[src/rtl/div_unit_if.sv]
// div_unit_if.sv
// Interfaces between the execute stage and the iterative divider.
//
//   div_in_if  : operands and start request travelling into the divider
//       rdata1 [31:0]  dividend
//       rdata2 [31:0]  divisor
//       enable         start request (one rising edge with enable=1 starts an op)
//       div_op [3:0]   one-hot {div, divu, rem, remu}
//   div_out_if : completion travelling back to execute
//       result [31:0]  quotient or remainder of the latest completed op
//       ready          one-cycle completion pulse
//
// In both interfaces "master" is the execute-stage side and "slave" is the
// divider side.

interface div_in_if;
    logic [31:0] rdata1;
    logic [31:0] rdata2;
    logic        enable;
    logic [3:0]  div_op;

    modport master (output rdata1, output rdata2, output enable, output div_op);
    modport slave  (input  rdata1, input  rdata2, input  enable, input  div_op);
endinterface

interface div_out_if;
    logic [31:0] result;
    logic        ready;

    modport master (input  result, input  ready);
    modport slave  (output result, output ready);
endinterface

[src/rtl/div_unit.sv]
// div_unit.sv
// Iterative radix-2 restoring divider for RV32M DIV/DIVU/REM/REMU.
// Fixed latency: start edge N, 32 iteration edges N+1..N+32, ready high in
// the cycle after edge N+32. A start on any edge (IDLE, BUSY or DONE)
// aborts whatever is in flight and loads the new operands.
//
// Ports:
//   clk      system clock, rising edge
//   rst      synchronous active-high reset
//   div_in   operands, one-hot op and start request (div_in_if.slave)
//   div_out  registered result and one-cycle ready pulse (div_out_if.slave)

module div_unit (
    input  logic       clk,
    input  logic       rst,
    div_in_if.slave    div_in,
    div_out_if.slave   div_out
);

    typedef enum logic [1:0] {
        IDLE = 2'd0,
        BUSY = 2'd1,
        DONE = 2'd2
    } state_t;

    state_t      state;
    state_t      state_next;
    logic        ready_next;

    logic [4:0]  count;
    logic        is_quo;
    logic        neg_q;
    logic        neg_r;
    logic        dz;
    logic [31:0] raw_a;
    logic [31:0] divisor;
    logic [31:0] quo;
    logic [31:0] rem;
    logic [31:0] result;
    logic        ready;

    logic        start;
    logic        op_signed;
    logic [31:0] a_mag;
    logic [31:0] b_mag;

    logic [32:0] shifted;
    logic [32:0] diff;
    logic [31:0] step_rem;
    logic [31:0] step_quo;
    logic [31:0] final_result;

    assign start     = div_in.enable;
    assign op_signed = div_in.div_op[3] | div_in.div_op[1];
    assign a_mag     = (op_signed && div_in.rdata1[31]) ? -div_in.rdata1 : div_in.rdata1;
    assign b_mag     = (op_signed && div_in.rdata2[31]) ? -div_in.rdata2 : div_in.rdata2;

    // State register
    always_ff @(posedge clk) begin
        if (rst) begin
            state <= IDLE;
            ready <= 1'b0;
        end else begin
            state <= state_next;
            ready <= ready_next;
        end
    end

    // Next state; a start request overrides every other transition.
    // ready is registered alongside the state so it has no path from div_in.
    always_comb begin
        state_next = state;
        case (state)
            IDLE:    state_next = IDLE;
            BUSY:    if (count == 5'd0) state_next = DONE;
            DONE:    state_next = IDLE;
            default: state_next = IDLE;
        endcase
        if (start) begin
            state_next = BUSY;
        end
        ready_next = (state_next == DONE);
    end

    // One restoring step: shift {rem, quo} left, trial-subtract the divisor
    // in 33 bits and keep the difference only when it did not go negative.
    always_comb begin
        shifted  = {rem, quo[31]};
        diff     = shifted - {1'b0, divisor};
        step_rem = shifted[31:0];
        step_quo = {quo[30:0], 1'b0};
        if (!diff[32]) begin
            step_rem = diff[31:0];
            step_quo = {quo[30:0], 1'b1};
        end
    end

    // Sign fix-up and divide-by-zero override applied to the final step.
    // -2^31 / -1 falls out naturally: magnitude quotient 0x80000000, no negation.
    always_comb begin
        if (is_quo) begin
            final_result = neg_q ? -step_quo : step_quo;
            if (dz) final_result = 32'hFFFF_FFFF;
        end else begin
            final_result = neg_r ? -step_rem : step_rem;
            if (dz) final_result = raw_a;
        end
    end

    // Datapath registers: load on start, iterate while busy, capture the
    // result on the last iteration and hold it until the next start.
    always_ff @(posedge clk) begin
        if (rst) begin
            count   <= 5'd0;
            is_quo  <= 1'b0;
            neg_q   <= 1'b0;
            neg_r   <= 1'b0;
            dz      <= 1'b0;
            raw_a   <= 32'd0;
            divisor <= 32'd0;
            quo     <= 32'd0;
            rem     <= 32'd0;
            result  <= 32'd0;
        end else if (start) begin
            count   <= 5'd31;
            is_quo  <= div_in.div_op[3] | div_in.div_op[2];
            neg_q   <= op_signed & (div_in.rdata1[31] ^ div_in.rdata2[31]);
            neg_r   <= op_signed & div_in.rdata1[31];
            dz      <= (div_in.rdata2 == 32'd0);
            raw_a   <= div_in.rdata1;
            divisor <= b_mag;
            quo     <= a_mag;
            rem     <= 32'd0;
        end else if (state == BUSY) begin
            rem <= step_rem;
            quo <= step_quo;
            if (count == 5'd0) begin
                result <= final_result;
            end else begin
                count <= count - 5'd1;
            end
        end
    end

    assign div_out.result = result;
    assign div_out.ready  = ready;

endmodule

[src/flat_wrapper.sv]
// flat-port wrapper written by rule: the top's interface ports become plain ports
module div_unit_flat 
  (clk, rst, div_in_rdata1, div_in_rdata2, div_in_enable, div_in_div_op, div_out_result, div_out_ready);
  div_in_if div_in_i ();
  div_out_if div_out_i ();
  input  logic clk;
  input  logic rst;
  input wire logic [$bits(div_in_i.rdata1)-1:0] div_in_rdata1;
  input wire logic [$bits(div_in_i.rdata2)-1:0] div_in_rdata2;
  input wire logic [$bits(div_in_i.enable)-1:0] div_in_enable;
  input wire logic [$bits(div_in_i.div_op)-1:0] div_in_div_op;
  output wire logic [$bits(div_out_i.result)-1:0] div_out_result;
  output wire logic [$bits(div_out_i.ready)-1:0] div_out_ready;
  assign div_in_i.rdata1 = div_in_rdata1;
  assign div_in_i.rdata2 = div_in_rdata2;
  assign div_in_i.enable = div_in_enable;
  assign div_in_i.div_op = div_in_div_op;
  assign div_out_result = div_out_i.result;
  assign div_out_ready = div_out_i.ready;
  div_unit u_core (.clk(clk), .rst(rst), .div_in(div_in_i), .div_out(div_out_i));
endmodule
[config.mk]
export PLATFORM = sky130hd
export DESIGN_NAME = div_unit_flat
export DESIGN_NICKNAME = d
export VERILOG_FILES = /design/src/rtl/div_unit_if.sv /design/src/rtl/div_unit.sv /design/src/flat_wrapper.sv
export SDC_FILE = /design/constraint.sdc
export NUM_CORES = 1
export LEC_CHECK = 0
export BUFFER_PORTS_ARGS = -buffer_cell sky130_fd_sc_hd__buf_2
export CORE_MARGIN = 2
export CORE_UTILIZATION = 55
export DETAILED_ROUTE_END_ITERATION = 10
export PLACE_DENSITY = 0.74
export SETUP_SLACK_MARGIN = 0.05
export SLEW_MARGIN = 20
export SYNTH_ARGS = -nofsm -noshare
export SYNTH_HDL_FRONTEND = slang
export SYNTH_SLANG_ARGS = --single-unit
[constraint.sdc]
create_clock -name clk -period 11.6 [get_ports clk]
set_input_delay 0.58 -clock clk [delete_from_list [all_inputs] [get_ports clk]]
set_output_delay 0.58 -clock clk [all_outputs]
set_load 0.02 [all_outputs]
==> results.txt <==
- In the routed design, unresolved DRC markers number 2.
- The final reports fail on design-rule violations.
* Final cell count without fillers: 1,968
- Dividing the detail-routed wire length by the instance count gives 18.6 microns.
* Post-Syn Nets: 1,758
- In this run the standard cell core region covers 21,900 sq um.
* Maximum clock skew at final layout: 0.0132 ns
* Endpoint type of the worst setup path: register
- Number of synthesized register bits: 172
- Most frequent cells in the layout: nor2_1, nand2_1, a21oi_1, dfxtp_1, buf_2
* Number of buffers inserted by post-CTS setup repair: 0
* Top-Level Pins: 104
- Mapped Cells: 1,649
- The initialized floorplan defines between 50 and 60 standard-cell rows.
- YS warnings: 0
- Number of flops mapped to enable cells by yosys: 0
- For the finished layout, the period the worst path requires is 6.69 ns.
- Portion of the clock cycle consumed by the worst path in the final layout: between 50 and 60%
* Post-CTS resize count: 0
- HPWL after DPL: 26,300 microns
* Hold violation total from the final report: 0
- The initial antenna violation count was 0.
* Worst endpoint data arrival time: 7.04 ns
* Reported max-cap violation count: 0
- In the synthesized netlist the dominant register cell turns out to be dfxtp_1.
* Mean Syn Cell Area: 7.46 sq um
* Detailed-routing iteration count for the pre-antenna-repair pass: 8
* Reg2Reg Setup Slack: approximately 4.9 ns
- The first global-routing pass estimated between 50,000 and 60,000 microns of wire.
- Leakage: ~5.3 nW
* Number of buffers inserted by hold repair at cts: 0
* Buffer cell driving the clock tree root: clkbuf_16
- Chip Height: 154 microns
* Share of final-layout standard cells stronger than drive strength 1: 11.0%
* Transition time at the pin with the least slew margin: 1.14 ns
- Final Core Density: about 61%
* Final setup violation count: 0
* Result of the run: finished with violations
* Starting utilization of the core area: roughly 56%
- For this run, the total global-route usage over all layers was measured as 30.4%.
- Synth async-reset ratio: 0%
- Counting tap cells, the placed design contains a total of 1,936 instances.
* Residual antenna-violating net count after detailed routing: 0
- Port buffering added 102 buffers.
- Part of the Yosys area used for sequential elements: between 20 and 30%
- Total inserted antenna cells: 0
* Nets: 1,784
* Worst setup slack before clock tree synthesis: 5.15 ns
- TritonCTS built the clock tree.
- In the post-route analysis, the smallest setup slack over all paths is a little under 5 ns.
- The worst-case IR drop observed on VDD is around 0.095 mV.
* Largest fanout on the critical path: 43
* Count of different cell masters after synthesis: 81
- Summing over every cut layer, the via total after detailed routing is 12,400.
- Dividing total power by cell area gives a power density of 139 nW/um^2.
* Mapped cell area: 12,300 sq um
* Via count of the first global-routing pass: approximately 11,000
* RePlAce Congestion: between 0.9 and 1
* Required @ worst endpoint: 11.95 ns
* Maximum number of pins on one net before global-route repair: 118
* Area enclosed by the die boundary: roughly 24,000 sq um
- RSZ-0062 raised after global routing: no
- Total gr overflow: 0
* Via-to-Cell Ratio: 6.29
- Summing internal, switching and leakage power gives 0.00186 W.
* Wire length reported by the detailed router: 36,700 microns
- The area growth from synthesis to layout is 9.22%.
- Maximum level of the CTS H-tree: 4
- By startpoint and endpoint, the worst setup path is classified as reg2reg.
* Clock transition time at the flip-flop clock pins of the worst setup and hold paths: 0.08 ns
- Detailed router's first-iteration violation count: 1,092
- Max Clk Rate: approximately 150 MHz
* Insertion delay to the later sink of the worst-skew pair: 0.44 ns
* Setup_tns: 0 ns
- Class of the worst hold path: in2reg
- Slew Limit Fails: 0
* Bufs on Longest Clock Path: 2
* Most frequent standard cell in the layout excluding fill and tap cells: nor2_1
- Max_slew headroom: 24.1%
- Launching element type of the critical path: register
- In this run the horizontal extent of the chip is 154 microns.
- Clock buffer count from CTS: 17
- Clock sink count: 172
-- synthesized netlist by cell type (8+ instances only) --
master	number	share of area, %
o31ai_1	20	1.2
o211ai_1	9	0.55
inv_1	61	1.9
ha_1	37	3.8
a21o_1	13	0.79
and2_1	10	0.51
a311oi_1	14	1.0
or2_2	9	0.46
a31oi_1	14	0.71
a211oi_1	63	3.8
nand2_1	175	5.3
xor2_1	64	4.6
nor3_1	32	1.3
nand3_1	22	0.90
nor2_1	208	6.4
or4_1	8	0.49
o41ai_1	21	1.5
nand4_1	12	0.61
o21a_1	14	0.85
a21oi_1	172	7.0
nor4_1	14	0.71
nand2b_1	12	0.61
or3_1	33	1.7
dfxtp_1	172	28
clkbuf_1	94	2.9
xnor2_1	62	4.4
o221ai_1	15	1.1
o21ai_0	76	3.1
mux2i_1	54	4.4
-- layer usage --
layer  track usage, %  up-vias  routed length [microns]
met5                0        -                        0
met4             8.17        0                      723
met3             4.85       56                     2610
met2             47.9      506                    16400
met1             43.4     5802                    16900
li1                 -     6020                        -
-- kinds of logic after synthesis --
kind of cell | after synthesis | share of synthesized area [%]
AOI/OAI and AO/OA | 510 | 27.6
xor gates and xnor gates | 126 | 8.98
adders and majority gates | 38 | 3.93
buffers and inverters | 174 | 5.58
DFF | 172 | 28.0
muxes | 57 | 4.67
and+or+nand+nor | 572 | 21.2
-- report_power, final --
group	internal (W)	switching (W)
registers	0.000624	0.0000327
logic	0.000223	0.000397
clock network	0.000313	0.000272
-- flip-flops by register name, indices dropped and copies added (netlist names) --
register,flops
u_core.div_out.result,32
u_core.divisor,32
u_core.quo,32
u_core.raw_a,32
u_core.rem,32
u_core.count,5
u_core.state,2
u_core.div_out.ready,1
u_core.dz,1
u_core.is_quo,1
u_core.neg_q,1
u_core.neg_r,1
-- path summary, 6_finish.rpt --
| path | cells after the start | endpoint | from |
|---|---|---|---|
| worst max-delay path | 23 | u_core.div_out.result[26]$_SDFFE_PP0P_ | u_core.quo[31]$_SDFFE_PP0P_ |
| worst min-delay path | 3 | u_core.divisor[0]$_SDFFE_PP0P_ | div_in_rdata2[0] |
| worst max register to register | 23 | u_core.div_out.result[26]$_SDFFE_PP0P_ | u_core.quo[31]$_SDFFE_PP0P_ |
| worst min register to register | 2 | u_core.div_out.result[12]$_SDFFE_PP0P_ | u_core.div_out.result[12]$_SDFFE_PP0P_ |
-- final cells by class --
class                           instances  area, sq um
Clock inverter                         12          124
Fill cell                            2054         8460
Inverter                               63          236
Sequential cell                       172         3440
Multi-Input combinational cell       1303         8180
Tap cell                              280          350
Clock buffer                           20          457
Timing Repair Buffer                  118          639
-- critical path, cell delays in order, from the launching register on --
cell and delay, ns:
dfxtp_1 0.36, inv_1 0.08, ha_1 0.21, inv_1 0.07, fa_1 0.20, nand3_1 0.13, a211oi_1 0.42, o21ai_0 0.31
a21oi_1 0.43, o21a_1 0.44, nor2_4 0.07, clkinv_1 0.05, buf_4 0.39, nor2_1 0.08, a21oi_1 0.23, ha_1 0.27
nand2_1 0.08, or4_1 0.55, nor4b_1 0.57, a41oi_1 0.48, nor4_1 0.55, nand4_1 0.20, mux2i_1 0.17, a311oi_1 0.24
-- per-stage QoR --
stage / hold slack, ns / cell area (sq um)
2_1_floorplan: 0.446 / 12300
3_3_place_gp: 0.428 / 12800
3_5_place_dp: 0.439 / 12800
4_1_cts: 0.389 / 13400
5_1_grt: 0.419 / 13400
6_report: 0.395 / 13400
Note: power is estimated with default switching activity, not from simulation.
